--- src/rtl/hook_pkg.sv ---
`default_nettype none
// ============================================================================
//  Module   : hook_pkg
//  Brief    : Shared types and geometry constants for the hook rope controller
//  Revision : 1.0  initial release
// ============================================================================
package hook_pkg;

    typedef enum logic [1:0] {
        SWING   = 2'd0,
        EXTEND  = 2'd1,
        RETRACT = 2'd2
    } hook_state_t;

    localparam int ANGLE_MAX    = 16;
    localparam int ANGLE_CENTER = 8;
    localparam int SCREEN_W     = 640;
    localparam int SCREEN_H     = 480;
    localparam int Q8_FRAC      = 8;

    // Heavier loads slow the rope, but it must always make progress.
    function automatic logic [9:0] shr_min1(input logic [9:0] v, input logic [1:0] s);
        logic [9:0] r;
        r = v >> s;
        return (r == 10'd0) ? 10'd1 : r;
    endfunction

endpackage
`default_nettype wire

--- src/rtl/hook_dir_lut.sv ---
`default_nettype none
// ============================================================================
//  Module   : hook_dir_lut
//  Brief    : Angle index 0..16 -> Q8 unit direction (dx signed, dy positive)
//  Revision : 1.0  initial release
// ============================================================================
module hook_dir_lut (
    input  logic        [4:0] i_angle,
    output logic signed [8:0] o_dx,
    output logic        [8:0] o_dy
);

    logic [4:0] w_off;
    logic [8:0] w_sin;

    // Table is symmetric about the centre index; only |offset| is stored.
    always_comb begin
        w_off = (i_angle >= 5'd8) ? (i_angle - 5'd8) : (5'd8 - i_angle);
        case (w_off)
            5'd0:    begin w_sin = 9'd0;   o_dy = 9'd256; end
            5'd1:    begin w_sin = 9'd44;  o_dy = 9'd252; end
            5'd2:    begin w_sin = 9'd88;  o_dy = 9'd241; end
            5'd3:    begin w_sin = 9'd128; o_dy = 9'd222; end
            5'd4:    begin w_sin = 9'd165; o_dy = 9'd196; end
            5'd5:    begin w_sin = 9'd196; o_dy = 9'd165; end
            5'd6:    begin w_sin = 9'd222; o_dy = 9'd128; end
            5'd7:    begin w_sin = 9'd241; o_dy = 9'd88;  end
            5'd8:    begin w_sin = 9'd252; o_dy = 9'd44;  end
            default: begin w_sin = 9'd0;   o_dy = 9'd256; end
        endcase
        o_dx = (i_angle < 5'd8) ? -$signed(w_sin) : $signed(w_sin);
    end

endmodule
`default_nettype wire

--- src/rtl/hook_rope_ctrl.sv ---
`default_nettype none
// ============================================================================
//  Module   : hook_rope_ctrl
//  Brief    : Frame-rate swing/extend/retract sequencer driving the rope line
//  Revision : 1.0  initial release
// ============================================================================
module hook_rope_ctrl
    import hook_pkg::*;
#(
    parameter int         ANCHOR_X     = 320,
    parameter int         ANCHOR_Y     = 60,
    parameter int         MIN_LEN      = 32,
    parameter int         MAX_LEN      = 400,
    parameter int         EXTEND_STEP  = 4,
    parameter int         RETRACT_STEP = 4,
    parameter int         SWING_DIV    = 2,
    parameter logic [4:0] ROPE_WIDTH   = 5'd2,
    parameter logic [7:0] ROPE_COLOR   = 8'h49
) (
    input  logic        clk,
    input  logic        reset,
    input  logic        startOfFrame,
    input  logic        fire,
    input  logic        hit,
    input  logic [1:0]  hitWeight,
    output logic [10:0] ropeX1,
    output logic [10:0] ropeY1,
    output logic [10:0] ropeX2,
    output logic [10:0] ropeY2,
    output logic [4:0]  ropeWidth,
    output logic [7:0]  ropeColor,
    output logic [1:0]  hookState,
    output logic        loaded,
    output logic        collected,
    output logic [1:0]  collectedWeight
);

    localparam logic [9:0]         C_MIN_LEN  = 10'(MIN_LEN);
    localparam logic [9:0]         C_MAX_LEN  = 10'(MAX_LEN);
    localparam logic [9:0]         C_EXT      = 10'(EXTEND_STEP);
    localparam logic [9:0]         C_RET      = 10'(RETRACT_STEP);
    localparam logic [7:0]         C_DIV_LAST = 8'(SWING_DIV - 1);
    localparam logic [4:0]         C_AMAX     = 5'(ANGLE_MAX);
    localparam logic [4:0]         C_ACENTER  = 5'(ANGLE_CENTER);
    localparam logic signed [20:0] C_AX       = 21'(ANCHOR_X);
    localparam logic signed [20:0] C_AY       = 21'(ANCHOR_Y);
    localparam logic signed [20:0] C_XMAX     = 21'(SCREEN_W - 1);
    localparam logic signed [20:0] C_YMAX     = 21'(SCREEN_H - 1);

    hook_state_t        r_state;
    logic        [4:0]  r_angle;
    logic               r_dir_up;
    logic        [7:0]  r_div;
    logic        [9:0]  r_len;
    logic               r_fire;
    logic               r_loaded;
    logic        [1:0]  r_weight;
    logic               r_collected;
    logic        [1:0]  r_coll_w;
    logic               r_sof_d1;
    logic               r_sof_d2;
    logic signed [20:0] r_px;
    logic        [20:0] r_py;
    logic        [10:0] r_x2;
    logic        [10:0] r_y2;

    logic signed [8:0]  w_dx;
    logic        [8:0]  w_dy;
    logic        [4:0]  w_angle_nxt;
    logic        [10:0] w_ext_sum;
    logic               w_at_max;
    logic        [9:0]  w_cand;
    logic signed [20:0] w_npx;
    logic        [20:0] w_npy;
    logic signed [20:0] w_nx;
    logic signed [20:0] w_ny;
    logic               w_offscreen;
    logic        [9:0]  w_rstep;
    logic               w_ret_done;

    hook_dir_lut u_lut (
        .i_angle (r_angle),
        .o_dx    (w_dx),
        .o_dy    (w_dy)
    );

    // Project the tip at the candidate length so an exit is caught before it happens.
    always_comb begin
        w_angle_nxt = r_dir_up ? (r_angle + 5'd1) : (r_angle - 5'd1);
        w_ext_sum   = {1'b0, r_len} + {1'b0, C_EXT};
        w_at_max    = (w_ext_sum >= {1'b0, C_MAX_LEN});
        w_cand      = w_at_max ? C_MAX_LEN : w_ext_sum[9:0];
        w_npx       = $signed({11'b0, w_cand}) * $signed({{12{w_dx[8]}}, w_dx});
        w_npy       = {11'b0, w_cand} * {12'b0, w_dy};
        w_nx        = C_AX + (w_npx >>> Q8_FRAC);
        w_ny        = C_AY + $signed(w_npy >> Q8_FRAC);
        w_offscreen = (w_nx < 21'sd0) || (w_nx > C_XMAX) || (w_ny > C_YMAX);
        w_rstep     = r_loaded ? shr_min1(C_RET, r_weight) : C_RET;
        w_ret_done  = ({1'b0, r_len} <= ({1'b0, C_MIN_LEN} + {1'b0, w_rstep}));
    end

    always_ff @(posedge clk) begin
        if (reset) begin
            r_state     <= SWING;
            r_angle     <= C_ACENTER;
            r_dir_up    <= 1'b1;
            r_div       <= 8'd0;
            r_len       <= C_MIN_LEN;
            r_fire      <= 1'b0;
            r_loaded    <= 1'b0;
            r_weight    <= 2'd0;
            r_collected <= 1'b0;
            r_coll_w    <= 2'd0;
        end else begin
            r_collected <= 1'b0;
            if (fire && (r_state == SWING))
                r_fire <= 1'b1;
            if (startOfFrame) begin
                case (r_state)
                    SWING: begin
                        if (r_fire) begin
                            r_state <= EXTEND;
                            r_fire  <= 1'b0;
                        end else if (r_div == C_DIV_LAST) begin
                            r_div   <= 8'd0;
                            r_angle <= w_angle_nxt;
                            if (w_angle_nxt == C_AMAX)
                                r_dir_up <= 1'b0;
                            else if (w_angle_nxt == 5'd0)
                                r_dir_up <= 1'b1;
                        end else begin
                            r_div <= r_div + 8'd1;
                        end
                    end
                    EXTEND: begin
                        if (hit) begin
                            r_loaded <= 1'b1;
                            r_weight <= hitWeight;
                            r_state  <= RETRACT;
                        end else if (w_offscreen) begin
                            r_state <= RETRACT;
                        end else if (w_at_max) begin
                            r_len   <= C_MAX_LEN;
                            r_state <= RETRACT;
                        end else begin
                            r_len <= w_cand;
                        end
                    end
                    RETRACT: begin
                        if (w_ret_done) begin
                            r_len   <= C_MIN_LEN;
                            r_state <= SWING;
                            if (r_loaded) begin
                                r_collected <= 1'b1;
                                r_coll_w    <= r_weight;
                                r_loaded    <= 1'b0;
                            end
                        end else begin
                            r_len <= r_len - w_rstep;
                        end
                    end
                    default: r_state <= SWING;
                endcase
            end
        end
    end

    // Endpoints move only two clocks after the tick and then hold for the frame.
    always_ff @(posedge clk) begin
        if (reset) begin
            r_sof_d1 <= 1'b0;
            r_sof_d2 <= 1'b0;
            r_px     <= 21'sd0;
            r_py     <= 21'd0;
            r_x2     <= 11'(ANCHOR_X);
            r_y2     <= 11'(ANCHOR_Y + MIN_LEN);
        end else begin
            r_sof_d1 <= startOfFrame;
            r_sof_d2 <= r_sof_d1;
            if (r_sof_d1) begin
                r_px <= $signed({11'b0, r_len}) * $signed({{12{w_dx[8]}}, w_dx});
                r_py <= {11'b0, r_len} * {12'b0, w_dy};
            end
            if (r_sof_d2) begin
                r_x2 <= 11'(C_AX + (r_px >>> Q8_FRAC));
                r_y2 <= 11'(C_AY + $signed(r_py >> Q8_FRAC));
            end
        end
    end

    assign ropeX1          = 11'(ANCHOR_X);
    assign ropeY1          = 11'(ANCHOR_Y);
    assign ropeX2          = r_x2;
    assign ropeY2          = r_y2;
    assign ropeWidth       = ROPE_WIDTH;
    assign ropeColor       = ROPE_COLOR;
    assign hookState       = r_state;
    assign loaded          = r_loaded;
    assign collected       = r_collected;
    assign collectedWeight = r_coll_w;

endmodule
`default_nettype wire

--- config.mk ---
export PLATFORM = sky130hd
export DESIGN_NAME = hook_rope_ctrl
export DESIGN_NICKNAME = d
export VERILOG_FILES = /design/src/rtl/hook_pkg.sv /design/src/rtl/hook_dir_lut.sv /design/src/rtl/hook_rope_ctrl.sv
export SDC_FILE = /design/constraint.sdc
export NUM_CORES = 1
export LEC_CHECK = 0
export CORE_MARGIN = 3
export CORE_UTILIZATION = 35
export CTS_CLUSTER_SIZE = 20
export DETAILED_ROUTE_END_ITERATION = 10
export GPL_TIMING_DRIVEN = 0
export HOLD_SLACK_MARGIN = 0.06
export PLACE_DENSITY = 0.51
export SYNTH_ARGS = -nofsm -noshare
export SYNTH_HDL_FRONTEND = slang
export SYNTH_SLANG_ARGS = --single-unit
--- constraint.sdc ---
create_clock -name clk -period 10.87 [get_ports clk]
set_clock_uncertainty 0.1 [all_clocks]
set_input_delay 2.174 -clock clk [delete_from_list [all_inputs] [get_ports clk]]
set_output_delay 2.174 -clock clk [all_outputs]
set_load 0.005 [all_outputs]
==> out/metrics.csv <==
stage,metric,value,unit
timing,Final period util,0.9505,
place,DP Cell Count,2572,
layout,multi-input logic area,0.01307,sq mm
routing,Via Count,12810,
synth,register bit total from synthesis,79,
place,PortBufs,33,
global_route,Overall Global Routing Usage,0.1899,
worst_setup_path,worst r2r src,r_angle[4]$_SDFFE_PP0P_,
worst_setup_path,CP Capture Type,flop,
synth,Syn Inst Count,1897,
global_route,number of global-route vias before repair,13190,
timing,Setup-failing EPs final,0,
synth,Ys Warns,0,
synth,Yosys cell types,80,
floorplanning,Die ar.,0.04772,sq mm
synth,cell with the most instances after synthesis,inv_1,
clock_network,Max H-tree Level,3,
timing,f_max,96.79,MHz
synth,Synth area leader,fa_1,
layout,P&R area growth vs syn,13.72,%
clock_network,CTS Buffer Depth,2,
power_and_ir_drop,Power Density,76.60,mW/mm^2
routing,DRC viols,0,
layout,share of cells above drive strength 1,0.08218,
layout,Fillers,4516,
worst_setup_path,Crit Path Category,flop to flop,
clock_network,Root Driver,clkbuf_16,
place,GP Congestion,0.8996,
floorplanning,Ports,70,
synth,number of synthesized flops with an enable pin,0,
routing,Post-Route WL,43.65,mm
clock_network,clock transition at the registers of the reported paths,0.06,ns
global_route,largest net degree at the start of global routing,16,
power_and_ir_drop,LEAKAGE,8.811,nW
status,status,finished clean,
layout,sequential cell area,0.001588,sq mm
worst_setup_path,origin of the worst setup path,r_angle[4]$_SDFFE_PP0P_,
worst_setup_path,slowest CP cell,fa_1,
clock_network,CTS sink count,79,
worst_setup_path,crit path buf inv count,11,
timing,Fin. Hold Viols,0,
routing,ANT nets after route,0,
worst_setup_path,critical path data required time,11.03,ns
synth,"Top FF cell, synth",dfxtp_1,
timing,Fin Setup TNS,0,ns
floorplanning,Core Rows,77,
synth,Netlist Area Pre-Place,0.01580,sq mm
clock_network,TritonCTS clock tree,yes,
worst_setup_path,maximum fanout along the worst path,10,
worst_setup_path,Critical Path AT,10.49,ns
routing,vias per cell,4.906,
floorplanning,Die Span Y,218.5,um
floorplanning,Die Wd,218.5,um
worst_setup_path,"CP delay by family, top",adder cells,
worst_setup_path,CP max stage delay,0.55,ns
timing,Final Max Tran Viols,0,
clock_network,total CTS buffers,9,
synth,Mean Syn Cell Area,8.328,sq um
timing,min Tclk post-route,10.33,ns
power_and_ir_drop,Design Power,1.376,mW
synth,synth cell count leaders,"inv_1 (286), nand2_1 (266), fa_1 (226)",
layout,final net count,2438,
routing,Detailed Routing Iterations Pass 1,5,
floorplanning,Starting Density,0.3557,
global_route,initial antenna violation count,0,
routing,Initial DRC Count,719,
run,Max Cap Viol,0,
timing,Worst slew margin,0.1935,
worst_hold_path,min-delay src,ropeX2[9]$_SDFFE_PP0P_,
synth,largest cells by area after synthesis,"fa_1 (29%), ha_1 (15%), dfxtp_1 (10%)",
clock_network,hold buffers post-CTS,0,
worst_setup_path,cell mode on critical path,inv_1,
global_route,total grt overflow,0,
layout,Antenna Cells,0,
layout,fin cells,2612,
synth,top-area cell type share of the netlist area,0.2864,
worst_hold_path,hold crit path type,flop to flop,
worst_setup_path,Worst setup SP type,flop,
timing,actual slew at the worst max-slew pin,1.210,ns
global_route,first-pass GRT wire length,71.28,mm
floorplanning,Core Box Area,0.04441,sq mm
power_and_ir_drop,maximum vdd drop,125.0,uV
place,HPWL after DPL,35.77,mm
synth,"Seq/Total Area, Yosys",0.1001,
clock_network,clk_lat worst skew,0.37,ns
routing,WL/cell,16.71,um
synth,Post-synth ARST share,0,
==> layout make-up <==
class,count,area share
plain buffers,119,0.03524
repair buffers,61,0.03120
multi-input cells,1458,0.7277
flip-flops and latches,79,0.08838
clock buffers,10,0.01330
inverters,287,0.06011
clock inverters,6,0.002786
well taps,592,0.04123
==> state kept, by name, indices dropped and copies added, names as in the netlist, 2 cells and up <==
name / cells
r_weight: 2
ropeY2: 11
r_angle: 5
r_py: 11
ropeX2: 11
collectedWeight: 2
r_div: 8
r_px: 11
hookState: 2
r_len: 10
==> layer usage <==
| metal | up-vias | GRT usage | wire (um) |
|---|---|---|---|
| met1 | 6260 | 0.2516 | 19710 |
| met4 | 0 | 0.06306 | 1228 |
| li1 | 6251 | - | - |
| met3 | 63 | 0.02350 | 1724 |
| met5 | - | 0 | 0 |
| met2 | 240 | 0.3215 | 20990 |
==> repair_timing <==
| action | CTS | global route |
|---|---|---|
| buffers inserted | 14 | 14 |
| pin swaps | 8 | 11 |
| resized for setup | 40 | 54 |
| endpoints found under the setup margin | 12 | 12 |
==> through the flow <==
| stage | hold slack (ns) | util | setup WS (ns) | cell area, sq um |
|---|---|---|---|---|
| 6_report | 0.3906 | 0.4045 | 0.5379 | 17960 |
| 2_1_floorplan | 0.3601 | - | 0.07992 | 15990 |
| 3_3_place_gp | 0.3623 | 0.3842 | -2.417 | 17060 |
| 3_5_place_dp | 0.3722 | 0.3843 | -2.342 | 17070 |
| 4_1_cts | 0.3967 | 0.3973 | 0.008040 | 17640 |
| 5_1_grt | 0.4158 | 0.4045 | -0.02183 | 17960 |
==> final timing paths <==
kind                             to  slack (ns)  depth (start not counted)
max reg2reg   r_len[6]$_SDFFE_PP0P_        0.54                         47
min          ropeX2[9]$_SDFFE_PP0P_        0.39                          2
min reg2reg  ropeX2[9]$_SDFFE_PP0P_        0.39                          2
max           r_len[6]$_SDFFE_PP0P_        0.54                         47
==> cell usage in the layout (no fill, tap or decap), types with 5 or more instances in the layout <==
cell type | Yosys | final
clkbuf_1 | 79 | 66
fa_1 | 226 | 225
clkbuf_16 | 0 | 9
o21ai_0 | 33 | 30
o31ai_1 | 9 | 6
nor3_1 | 28 | 27
xnor2_1 | 42 | 38
conb_1 | 2 | 52
buf_4 | 37 | 64
nand2_1 | 266 | 264
nand2b_1 | 19 | 18
mux2i_1 | 36 | 35
o21a_1 | 9 | 9
nor2_1 | 168 | 167
dfxtp_1 | 79 | 76
clkdlybuf4s50_1 | 0 | 33
nand3_1 | 27 | 27
ha_1 | 190 | 186
o22ai_1 | 11 | 10
and3_1 | 11 | 11
a21oi_1 | 49 | 46
nor2b_1 | 22 | 21
xor2_1 | 30 | 25
o21bai_1 | 5 | 5
and2_1 | 43 | 43
nand3b_1 | 5 | 5
o211ai_1 | 9 | 9
or2_2 | 13 | 13
nand4_1 | 14 | 14
a31oi_1 | 14 | 13
a211oi_1 | 15 | 14
inv_1 | 286 | 284
a21o_1 | 26 | 26
==> cell families after synthesis <==
| logic type | share of synthesized area |
|---|---|
| xor+xnor | 0.04269 |
| mux | 0.02281 |
| simple gates | 0.1869 |
| flops | 0.1001 |
| buf+inv | 0.1068 |
| compound gates | 0.1033 |
| fa+ha+maj | 0.4369 |
| other cells | 0.0004754 |
==> report_power, final <==
group | switching (mW) | leakage, nW | internal, mW
clock | 0.135 | 0.142 | 0.164
sequential | 0.0120 | 0.640 | 0.300
combinational | 0.465 | 8.03 | 0.301
==> worst min-delay path, stage by stage (launching register included) <==
cell	delay, ns
dfxtp_1	0.32
mux2i_1	0.06
nor2_1	0.07
No activity file was read; power rests on OpenSTA's default activity.
==> RTL change 1 (config.mk and constraints unchanged) <==
Register the inputs `startOfFrame`, `fire`, `hit` and `hitWeight` before use, without a reset. The logic sees them one clock later.
--- a/src/rtl/hook_rope_ctrl.sv
+++ b/src/rtl/hook_rope_ctrl.sv
@@ -49,2 +49,14 @@
 
+    logic startOfFrame_q;
+    logic fire_q;
+    logic hit_q;
+    logic [1:0] hitWeight_q;
+
+    always_ff @(posedge clk) begin
+        startOfFrame_q <= startOfFrame;
+        fire_q         <= fire;
+        hit_q          <= hit;
+        hitWeight_q    <= hitWeight;
+    end
+
     hook_state_t        r_state;
@@ -115,5 +127,5 @@
             r_collected <= 1'b0;
-            if (fire && (r_state == SWING))
+            if (fire_q && (r_state == SWING))
                 r_fire <= 1'b1;
-            if (startOfFrame) begin
+            if (startOfFrame_q) begin
                 case (r_state)
@@ -135,5 +147,5 @@
                     EXTEND: begin
-                        if (hit) begin
+                        if (hit_q) begin
                             r_loaded <= 1'b1;
-                            r_weight <= hitWeight;
+                            r_weight <= hitWeight_q;
                             r_state  <= RETRACT;
@@ -177,3 +189,3 @@
         end else begin
-            r_sof_d1 <= startOfFrame;
+            r_sof_d1 <= startOfFrame_q;
             r_sof_d2 <= r_sof_d1;
Formal check against the unedited RTL: not equivalent (a bounded check fails within 4 cycles, from zero or initial values and one cycle with reset high).
==> RTL change 1 against the original RTL <==
Synthesized area increased by 0.63%; sequential share of layout area is 0.66 points higher; combinational power shrank 6.8%; routed wire length down 2.7%; final area fell by 1.3%; critical path depth fell by 5; worst setup slack got worse by 0.044 ns; sequential cell count grew 5; worst hold slack got worse by 0.015 ns; fmax shrank 0.43%; total power decreased by 1.4%; critical path type unchanged; largest power group unchanged.
==> RTL change 1: results (changes against the original RTL) <==
ys flop type=dfxtp_1; largest net degree at the start of global routing=18 (+2); share of layout cells above drive strength 1=0.0721 (-0.0101); DP Wirelength=35,200 um (-1.5%); Worst EP arrival=10.48 ns (about the same); Port Buffers=34 (+3.0%); Rel. slew slack=0.242 (+0.0483); Area after DPL=17,200 um2 (+0.56%); status=complete, no violations; sequential-to-total area share from yosys stat=0.106 (+0.00567); H-Tree Depth=3 (unchanged); Leakage Power=8.85 nW (+0.48%); GPL Wtd Cong=0.920 (+2.2%); maximum vdd drop=0.0863 mV (-31%); routed length per instance=16.4 um (-1.8%); post-synth cell types=92 (+15%); syn avg cell area=8.42 um2 (+1.1%); Place WS=-1.37 ns (+0.969 ns); placed cells=2,564 (-0.31%); overall routed net length=42,500 um (-2.7%); vias per cell=4.97 (+1.2%); Worst R2R Path Depth=42 (-11%); worst-path fanout max=10 (unchanged); # fillers=4,633 (+2.6%); Tot GR Track Use=0.184 (-0.00578); ys async rst share=0 (unchanged); number of global-route vias before repair=13.1k (-0.70%); worst hold stages=2 (unchanged); top cells by count, synth=inv_1 (272), nand2_1 (249), fa_1 (226); DR iter-0 viols=716 (-0.42%); largest cells by area after synthesis=fa_1 (28%), ha_1 (15%), dfxtp_1 (11%); Layout Nets=2,415 (-0.94%); first-pass GRT wire length=69,900 um (-1.9%)
[RTL change 1: cell count changes in the layout (fill, tap and decap cells not counted), sizes merged, moves of 8 or more]
cell	before	now
a21o	26	18
nor2	169	180
buf	76	54
nand2b	20	41
nor3	29	37
inv	290	279
nand2	266	249
nor2b	22	32
[RTL change 1: worst reg2reg max path, delay by kind of cell, from the launching register on]
kind | cells | cell delay (ns)
adder cells (fa/ha/maj) | 10 | 3.96
AND/OR/NAND/NOR | 10 | 2.05
buffers and inverters | 12 | 1.81
AO/OA/AOI/OAI | 8 | 1.37
flip-flops | 1 | 0.35
multiplexers | 1 | 0.34
XOR/XNOR | 1 | 0.24
[RTL change 1: path summary, 6_finish.rpt]
path / startpoint / slack, ns / endpoint
hold / removal: hitWeight_q[1] / 0.38 / r_weight[1]
hold reg to reg: hitWeight_q[1] / 0.38 / r_weight[1]
setup / recovery: r_angle[3] / 0.49 / r_len[3]
setup reg to reg: r_angle[3] / 0.49 / r_len[3]
[RTL change 1: power breakdown]
| part | internal, mW | switching [mW] | total [mW] | leakage [nW] |
|---|---|---|---|---|
| clock network | 0.162 | 0.150 | 0.312 | 0.142 |
| registers | 0.319 | 0.0117 | 0.331 | 0.683 |
| logic | 0.277 | 0.437 | 0.714 | 8.03 |
[RTL change 1: area by class of cell]
class | count | area, um2 | area share
buffer | 120 | 644 | 0.0363
clock buffer | 9 | 225 | 0.0127
clock inverter | 7 | 67.6 | 0.00381
inverter | 274 | 1040 | 0.0584
multi-input combinational | 1459 | 12900 | 0.729
sequential | 84 | 1680 | 0.0950
tap | 592 | 741 | 0.0418
timing repair buffer | 44 | 415 | 0.0234
[RTL change 1: repair_timing]
| item | in CTS | in global routing |
|---|---|---|
| hold endpoints to repair | 0 | 0 |
| gates resized for setup | 21 | 34 |
| setup buffers | 2 | 8 |
| pin swaps | 1 | 2 |
| setup endpoints to repair | 12 | 12 |
[RTL change 1: kinds of logic after synthesis]
family	count (synthesis)	synth area share
buffers and inverters	395	0.103
muxes	37	0.0234
DFF	84	0.106
and+or+nand+nor	667	0.195
other	2	0.000472
xor gates and xnor gates	78	0.0446
adders and majority gates	416	0.434
AOI/OAI and AO/OA	209	0.0933
[RTL change 1: per-layer routing]
| layer | up-vias | share of wire | GRT usage |
|---|---|---|---|
| li1 | 6157 | - | - |
| met1 | 6392 | 0.48 | 0.262 |
| met2 | 276 | 0.46 | 0.305 |
| met3 | 33 | 0.044 | 0.0217 |
| met4 | 0 | 0.014 | 0.0331 |
| met5 | - | 0 | 0 |
==> RTL change 2 (config.mk and constraints unchanged) <==
Without the edit above. `ANCHOR_X`: 320 -> 240.
--- a/src/rtl/hook_rope_ctrl.sv
+++ b/src/rtl/hook_rope_ctrl.sv
@@ -9,3 +9,3 @@
 #(
-    parameter int         ANCHOR_X     = 320,
+    parameter int         ANCHOR_X     = 240,
     parameter int         ANCHOR_Y     = 60,
Behaviour: not the same (a bounded check fails within 4 cycles, from zero or initial values and one cycle with reset high).
==> RTL change 2 against the original RTL <==
Total power shrank 13%; critical path type unchanged; clock power shrank 2%; synthesized area shrank 1.2%; final area shrank 3.0%; worst setup slack gained 0.016 ns; routed wire length shrank 3.8%; sequential cell count is the same.
==> RTL change 2: results (changes against the original RTL) <==
GPL Wtd Cong=0.881 (-2.1%); placed cells=2,514 (-2.3%); largest net degree at the start of global routing=15 (-1); mux share of post-synthesis cell area=0.0189 (-0.00389); syn avg cell area=8.45 um2 (+1.5%); maximum vdd drop=0.0607 mV (-51%); first-pass GRT wire length=68,900 um (-3.3%); largest cells by area after synthesis=fa_1 (29%), ha_1 (15%), dfxtp_1 (10%); post-synthesis xor/xnor area fraction=0.0431 (+0.000440); CTS Buffer Depth=2 (unchanged); adder-cell area share of the yosys netlist=0.441 (+0.00452); vias per cell=4.95 (+0.81%); status=complete, no violations; number of global-route vias before repair=12.8k (-2.7%); Worst EP arrival=10.46 ns (-0.03 ns); worst slew pin tran=1.29 ns (+0.0778 ns); Layout Nets=2,372 (-2.7%); Place WS=-1.18 ns (+1.16 ns); Tot GR Track Use=0.183 (-0.00701); # fillers=4,592 (+1.7%); Worst-Skew Late Latency=0.35 ns (-0.02 ns); DP Wirelength=34,500 um (-3.4%); Leakage Power=8.57 nW (-2.7%); post-synth cell types=88 (+10%); routed length per instance=16.5 um (-1.2%); top cells by count, synth=inv_1 (271), nand2_1 (262), fa_1 (226); share of layout cells above drive strength 1=0.0737 (-0.00852); complex-gate fraction of the synthesized area=0.102 (-0.00147); Area after DPL=16,900 um2 (-1.2%); sequential-to-total area share from yosys stat=0.101 (+0.00122); DR iter-0 viols=741 (+3.1%); Crit-path slowest cell=fa_1
-- RTL change 2: worst paths after layout --
path	endpoint	cells after the start	slack, ns	from
max	r_len[2]	39	0.55	r_angle[4]
min	ropeX2[7]	2	0.38	ropeX2[7]
min reg2reg	ropeX2[7]	2	0.38	ropeX2[7]
max reg2reg	r_len[2]	39	0.55	r_angle[4]
-- RTL change 2: where the power goes --
group	internal [mW]	switching (mW)
clock network	0.156	0.138
registers	0.298	0.00876
logic	0.231	0.363
-- RTL change 2: repair_timing --
| item | in CTS | in global routing |
|---|---|---|
| setup buffers | 2 | 8 |
| resized for setup | 19 | 28 |
| endpoints found under the setup margin | 12 | 12 |
| pin swaps | 1 | 6 |
-- RTL change 2: metal layers --
| layer | wire length, um | up-vias | global-route usage |
|---|---|---|---|
| li1 | - | 6053 | - |
| met1 | 20100 | 6242 | 0.261 |
| met2 | 20000 | 245 | 0.307 |
| met3 | 1530 | 27 | 0.0172 |
| met4 | 403 | 0 | 0.0309 |
| met5 | 0 | - | 0 |
-- RTL change 2: final cells by class --
type	instances	area, um2	area share
multi-input cells	1425	12700	0.731
flip-flops and latches	79	1580	0.0909
well taps	585	732	0.0420
clock inverters	6	45.0	0.00259
clock buffers	10	229	0.0131
plain buffers	118	649	0.0373
inverters	274	1030	0.0594
diodes	1	2.50	0.000144
repair buffers	43	405	0.0233
-- RTL change 2: worst min-delay path, cell delays in order (launching register included) --
cell	delay [ns]
dfxtp_1	0.32
o21ai_0	0.07
nand2_1	0.06
-- RTL change 2: kinds of logic (layout without fill, tap and decap cells) --
logic type	Yosys count	after routing
and+or+nand+nor	638	638
DFF	79	79
xor gates and xnor gates	76	76
muxes	28	28
buffers and inverters	392	451
other	2	53
adders and majority gates	415	415
AOI/OAI and AO/OA	216	216
